File: src/rtl/hamming_serial_decoder.sv
// Serial-in Hamming(2^P-1, 2^P-1-P) receiver/decoder: LSB-first bit capture, syndrome, single-bit correction.
// Optional SECDED mode (extra overall-parity bit, double-error flag) enabled by `define HAMMING_DEC_SECDED_EN.
module hamming_serial_decoder #(
    parameter int  PARITY_BITS = 4,
    localparam int CODE_WIDTH  = (1 << PARITY_BITS) - 1,
    localparam int DATA_WIDTH  = CODE_WIDTH - PARITY_BITS
) (
    input  logic                   clk,
    input  logic                   reset,
    input  logic                   clear,
    input  logic                   serial_in,
    input  logic                   serial_valid,
    output logic                   serial_ready,
    output logic [DATA_WIDTH-1:0]  data_out,
    output logic                   data_valid,
    input  logic                   data_ready,
    output logic [PARITY_BITS-1:0] syndrome,
    output logic                   error_corrected,
    output logic                   double_error,
    output logic [1:0]             state_dbg
);

`ifdef HAMMING_DEC_SECDED_EN
    localparam int FRAME_W = CODE_WIDTH + 1;
`else
    localparam int FRAME_W = CODE_WIDTH;
`endif
    localparam int CNT_W = $clog2(FRAME_W + 1);

    // Handshakes: a bit moves when serial_valid && serial_ready at a rising edge;
    // a word moves when data_valid && data_ready at a rising edge.
    typedef enum logic [1:0] {
        ST_RECV  = 2'd0,
        ST_CHECK = 2'd1,
        ST_OUT   = 2'd2
    } state_t;

    state_t                 state_q, state_d;
    logic [CNT_W-1:0]       count_q, count_d;
    logic [FRAME_W-1:0]     shift_q, shift_d;
    logic [DATA_WIDTH-1:0]  data_q, data_d;
    logic [PARITY_BITS-1:0] syn_q, syn_d;
    logic                   ec_q, ec_d;
    logic                   de_q, de_d;
    logic                   valid_q, valid_d;

    logic [PARITY_BITS-1:0] syn_calc;
    logic                   ec_calc;
    logic                   de_calc;
    logic [CODE_WIDTH-1:0]  code_fix;
    logic [DATA_WIDTH-1:0]  data_calc;
    logic                   accept;
`ifdef HAMMING_DEC_SECDED_EN
    logic                   overall_odd;
`endif

    assign serial_ready    = (state_q == ST_RECV);
    assign accept          = serial_valid && serial_ready;
    assign data_out        = data_q;
    assign data_valid      = valid_q;
    assign syndrome        = syn_q;
    assign error_corrected = ec_q;
    assign double_error    = de_q;
    assign state_dbg       = state_q;

    always_comb begin : decode
        syn_calc = '0;
        for (int k = 1; k <= CODE_WIDTH; k++) begin
            if (shift_q[PARITY_BITS'(k - 1)]) begin
                syn_calc = syn_calc ^ PARITY_BITS'(k);
            end
        end
`ifdef HAMMING_DEC_SECDED_EN
        overall_odd = ^shift_q;
        // Even overall parity with a nonzero syndrome means two flips: report, do not correct.
        de_calc     = (syn_calc != '0) && !overall_odd;
        ec_calc     = overall_odd;
`else
        de_calc     = 1'b0;
        ec_calc     = (syn_calc != '0);
`endif
        code_fix = shift_q[CODE_WIDTH-1:0];
        for (int k = 1; k <= CODE_WIDTH; k++) begin
            if (ec_calc && (syn_calc == PARITY_BITS'(k))) begin
                code_fix[PARITY_BITS'(k - 1)] = ~code_fix[PARITY_BITS'(k - 1)];
            end
        end
        // Walk positions downward so the lowest data position ends up in data bit 0.
        data_calc = '0;
        for (int k = CODE_WIDTH; k >= 1; k--) begin
            if ((k & (k - 1)) != 0) begin
                data_calc = {data_calc[DATA_WIDTH-2:0], code_fix[PARITY_BITS'(k - 1)]};
            end
        end
    end

    always_comb begin : next_state
        state_d = state_q;
        count_d = count_q;
        shift_d = shift_q;
        data_d  = data_q;
        syn_d   = syn_q;
        ec_d    = ec_q;
        de_d    = de_q;
        valid_d = valid_q;

        case (state_q)
            ST_RECV: begin
                if (accept) begin
                    shift_d = {serial_in, shift_q[FRAME_W-1:1]};
                    if (count_q == CNT_W'(FRAME_W - 1)) begin
                        count_d = '0;
                        state_d = ST_CHECK;
                    end else begin
                        count_d = count_q + CNT_W'(1);
                    end
                end
            end
            ST_CHECK: begin
                data_d  = data_calc;
                syn_d   = syn_calc;
                ec_d    = ec_calc;
                de_d    = de_calc;
                valid_d = 1'b1;
                state_d = ST_OUT;
            end
            ST_OUT: begin
                if (data_ready) begin
                    valid_d = 1'b0;
                    state_d = ST_RECV;
                end
            end
            default: begin
                valid_d = 1'b0;
                count_d = '0;
                state_d = ST_RECV;
            end
        endcase

        if (clear) begin
            state_d = ST_RECV;
            count_d = '0;
            valid_d = 1'b0;
        end
    end

    always_ff @(posedge clk or negedge reset) begin
        if (!reset) begin
            state_q <= ST_RECV;
            count_q <= '0;
            shift_q <= '0;
            data_q  <= '0;
            syn_q   <= '0;
            ec_q    <= 1'b0;
            de_q    <= 1'b0;
            valid_q <= 1'b0;
        end else begin
            state_q <= state_d;
            count_q <= count_d;
            shift_q <= shift_d;
            data_q  <= data_d;
            syn_q   <= syn_d;
            ec_q    <= ec_d;
            de_q    <= de_d;
            valid_q <= valid_d;
        end
    end

endmodule
File: config.mk
export PLATFORM = sky130hd
export DESIGN_NAME = hamming_serial_decoder
export DESIGN_NICKNAME = d
export VERILOG_FILES = /design/src/rtl/hamming_serial_decoder.sv
export SDC_FILE = /design/constraint.sdc
export NUM_CORES = 1
export LEC_CHECK = 0
export CAP_MARGIN = 20
export CELL_PAD_IN_SITES_DETAIL_PLACEMENT = 1
export CELL_PAD_IN_SITES_GLOBAL_PLACEMENT = 2
export CORE_MARGIN = 4
export CORE_UTILIZATION = 35
export CTS_CLUSTER_DIAMETER = 120
export DETAILED_ROUTE_END_ITERATION = 10
export PLACE_DENSITY = 0.85
export RECOVER_POWER = 50
export SLEW_MARGIN = 10
export SYNTH_ARGS = -nofsm -noshare
export SYNTH_HDL_FRONTEND = slang
export SYNTH_SLANG_ARGS = --single-unit
File: constraint.sdc
create_clock -name clk -period 1.9 [get_ports clk]
set_clock_uncertainty 0.1 [all_clocks]
set_input_delay 0.38 -clock clk [delete_from_list [all_inputs] [get_ports clk]]
set_output_delay 0.38 -clock clk [all_outputs]
set_load 0.005 [all_outputs]
==> metrics.md <==
| Metric | Value |
|---|---|
| Vias | `1308` |
| Critical path arrival | `1.93 ns` |
| VDD IR max | `0.000721 V` |
| Rel. slew slack | `46.7%` |
| Row cnt | `25` |
| DR DRC count | `0` |
| Layout area overhead | `20.7%` |
| Final nets | `205` |
| Crit start category | `register` |
| Initial antenna violation count | `0` |
| FF-to-FF path depth | `4` |
| Fin crit share | `95.3%` |
| Crit Path Class | `reg -> reg` |
| PortBufs | `18` |
| Max Root-Sink Buffers | `2` |
| DRT iter0 DRCs | `50` |
| Internal reg-to-reg setup slack | `0.09 ns` |
| Crit-path max FO | `5` |
| Boundary pin count | `27` |
| Synthesized cell area | `1800 um2` |
| Final setup viols | `0` |
| Crit path capture type | `register` |
| Crit-path slowest cell | `dfrtp_1` |
| Grt total ovfl | `0` |
| Most common cell after layout, fill and taps aside | `dfrtp_1` |
| Max Freq | `0.552 GHz` |
| Number of global-route vias before repair | `1338` |
| Largest net degree at the start of global routing | `32` |
| First-pass GRT wire length | `6390 um` |
| Core Area | `4850 um2` |
| Hold Path Sink | `syndrome[3]` |
| Grt met2 use | `22.6%` |
| RR Startpoint | `shift_q[6]` |
| Non-filler cells, final | `262` |
| Num CTS Buffers | `5` |
| Slew Viols, Final | `0` |
| Cell Chain, Critical Path | `xor2_2 -> nand3_1 -> a2111oi_0 -> nand3b_1` |
| Initial Utilization | `37.1%` |
| Final setup TNS | `0 ns` |
| Main synth FF type | `dfrtp_1` |
| Ys Warns | `0` |
| Share of cells above drive strength 1 | `26.7%` |
| Placer's final routability congestion estimate | `0.779` |
| Num Clock Sinks | `31` |
| TritonRoute pass-1 iters | `4` |
| Final WL | `3800 um` |
| Syn Inst Count | `164` |
| Most Used Layer, Global Route | `met2` |
| Leak pwr | `0.902 nW` |
| Min Tclk post-route | `1.81 ns` |
| Vias/cell | `4.99` |
| M3 GR Usage | `3.27%` |
| Status | `finished, final reports clean` |
| Most frequent cells in the layout | `29 x dfrtp_1, 16 x mux2_2, 16 x clkdlybuf4s50_1` |
| MaxCap Viol Count | `0` |
| H-tree depth reported by CTS | `2` |
| CTS tree | `built` |
| Die area | `6350 um2` |
| Buf/Inv on CP | `0` |
| CP max stage delay | `0.59 ns` |
| Worst hold path depth | `1` |
| Slew @ Worst Pin | `0.799 ns` |
| Post-layout util | `44.8%` |
| Number of flops mapped to enable cells by yosys | `0` |
| Synth Area per Inst | `11.0 um2` |
| Hpwl dp | `2780 um` |
| Pwr Density | `1730 nW/um2` |
| Hold_sp | `syndrome[3]` |
| Synthesized flop and latch total | `31` |
| RR Endpoint | `data_out[2]` |
| Height of the die | `79.7 um` |
| Sequential fraction of the synthesis area | `43.1%` |
| Clock-pin transition on the worst setup and hold timing paths | `0.06 ns` |
| Antenna Nets Post-Route | `0` |
| Ys async rst share | `100%` |
| Fin. Hold Viols | `0` |
| Class of the worst hold path | `reg -> reg` |
| Unrepaired setup endpoints after global routing | `false` |
| ANT cells | `0` |
| Cell variety after synth | `39` |
| Required time of the critical path | `2.02 ns` |
| Die W | `79.7 um` |
| Worst-Skew Late Latency | `0.28 ns` |
| Placed Cells | `250` |
| M1 GR Usage | `15.1%` |
| Total GRT Usage | `12.9%` |
| Top cell family by delay on the critical path | `flip-flops` |
| WL per Instance | `14.5 um` |
| Root Buffer Master | `clkbuf_8` |
==> what timing repair did <==
action	4_1_cts	5_1_grt
setup endpoints to repair	1	4
gates resized for setup	5	4
hold buffers	0	0
setup buffers	4	0
==> layer usage <==
layer / vias up / wire [um]
li1: 623 / -
met1: 660 / 1620
met2: 18 / 1980
met3: 7 / 136
met4: 0 / 51
met5: - / 0
==> worst reg2reg max path, stage by stage (launching register included) <==
cell	delay, ns
dfrtp_1	0.59
xor2_2	0.29
nand3_1	0.15
a2111oi_0	0.46
nand3b_1	0.16
==> report_power, final <==
part / total, mW / switching (mW) / internal [mW]
sequential: 1.31 / 0.369 / 0.946
combinational: 1.94 / 0.898 / 1.04
clock: 0.506 / 0.251 / 0.255
total: 3.76 / 1.52 / 2.25
==> worst max-delay path by stage <==
| stage | start | slack (ns) | cells past startpoint | to |
|---|---|---|---|---|
| 2_1_floorplan | state_dbg[1] | 0.13 | 5 | syndrome[3] |
| 3_3_place_gp | shift_q[5] | 0.08 | 4 | data_out[1] |
| 3_5_place_dp | shift_q[5] | 0.04 | 4 | data_out[1] |
| 4_1_cts | shift_q[5] | 0.03 | 4 | data_out[1] |
| 5_1_grt | shift_q[6] | 0.009 | 4 | data_out[2] |
| 6_report | shift_q[6] | 0.09 | 4 | data_out[2] |
==> flip-flops by register name, summed over array words and instances, names as in the netlist <==
name,flops
count_q,4
data_out,4
data_valid,1
error_corrected,1
shift_q,15
state_dbg,2
syndrome,4
==> layout make-up <==
| class | count | area, um2 |
|---|---|---|
| well taps | 67 | 83.8 |
| multi-input cells | 115 | 907 |
| inverters | 8 | 30.0 |
| clock buffers | 6 | 72.6 |
| flip-flops and latches | 31 | 778 |
| fillers | 525 | 2680 |
| clock inverters | 2 | 12.5 |
| repair buffers | 33 | 287 |
==> synth_stat cells, types with 2 or more instances <==
cell	instances	area, um2
dfrtp_1	31	776
mux2_2	16	180
nand3_1	13	65.1
buf_4	8	60.1
inv_1	8	30.0
o21ai_0	7	35.0
a21oi_1	6	30.0
nand2b_1	6	37.5
ha_1	5	62.6
nor2_1	5	18.8
nor3_1	5	25.0
xnor2_2	5	81.3
a31oi_1	4	25.0
buf_6	4	45.0
nand2_1	4	15.0
clkbuf_1	3	11.3
nand4_1	3	18.8
nor3b_1	3	22.5
o211ai_1	3	22.5
xor2_2	3	48.8
nand3b_1	2	15.0
o2bb2ai_1	2	17.5
xnor2_1	2	17.5
==> cell families (layout without fill, tap and decap cells) <==
logic type	Yosys count	count (layout)	synth area share (%)
AO/OA/AOI/OAI	28	28	9.88
XOR/XNOR	12	12	10.2
adder cells (fa/ha/maj)	5	5	3.48
buffers and inverters	25	49	8.63
flip-flops	31	31	43.1
multiplexers	17	17	10.6
other	1	8	0.209
AND/OR/NAND/NOR	45	45	13.8
==> metrics by stage <==
stage,power (mW),area (um2),setup WS [ns],hold WS (ns)
3_5_place_dp,3.26,2060,0.0358,0.396
5_1_grt,4.06,2170,0.00898,0.432
2_1_floorplan,2.59,1820,0.126,-0.0156
4_1_cts,3.81,2180,0.0281,0.406
6_report,3.76,2170,0.0895,0.406
3_3_place_gp,3.16,2060,0.0826,0.383
Note: power is estimated with default switching activity, not from simulation.
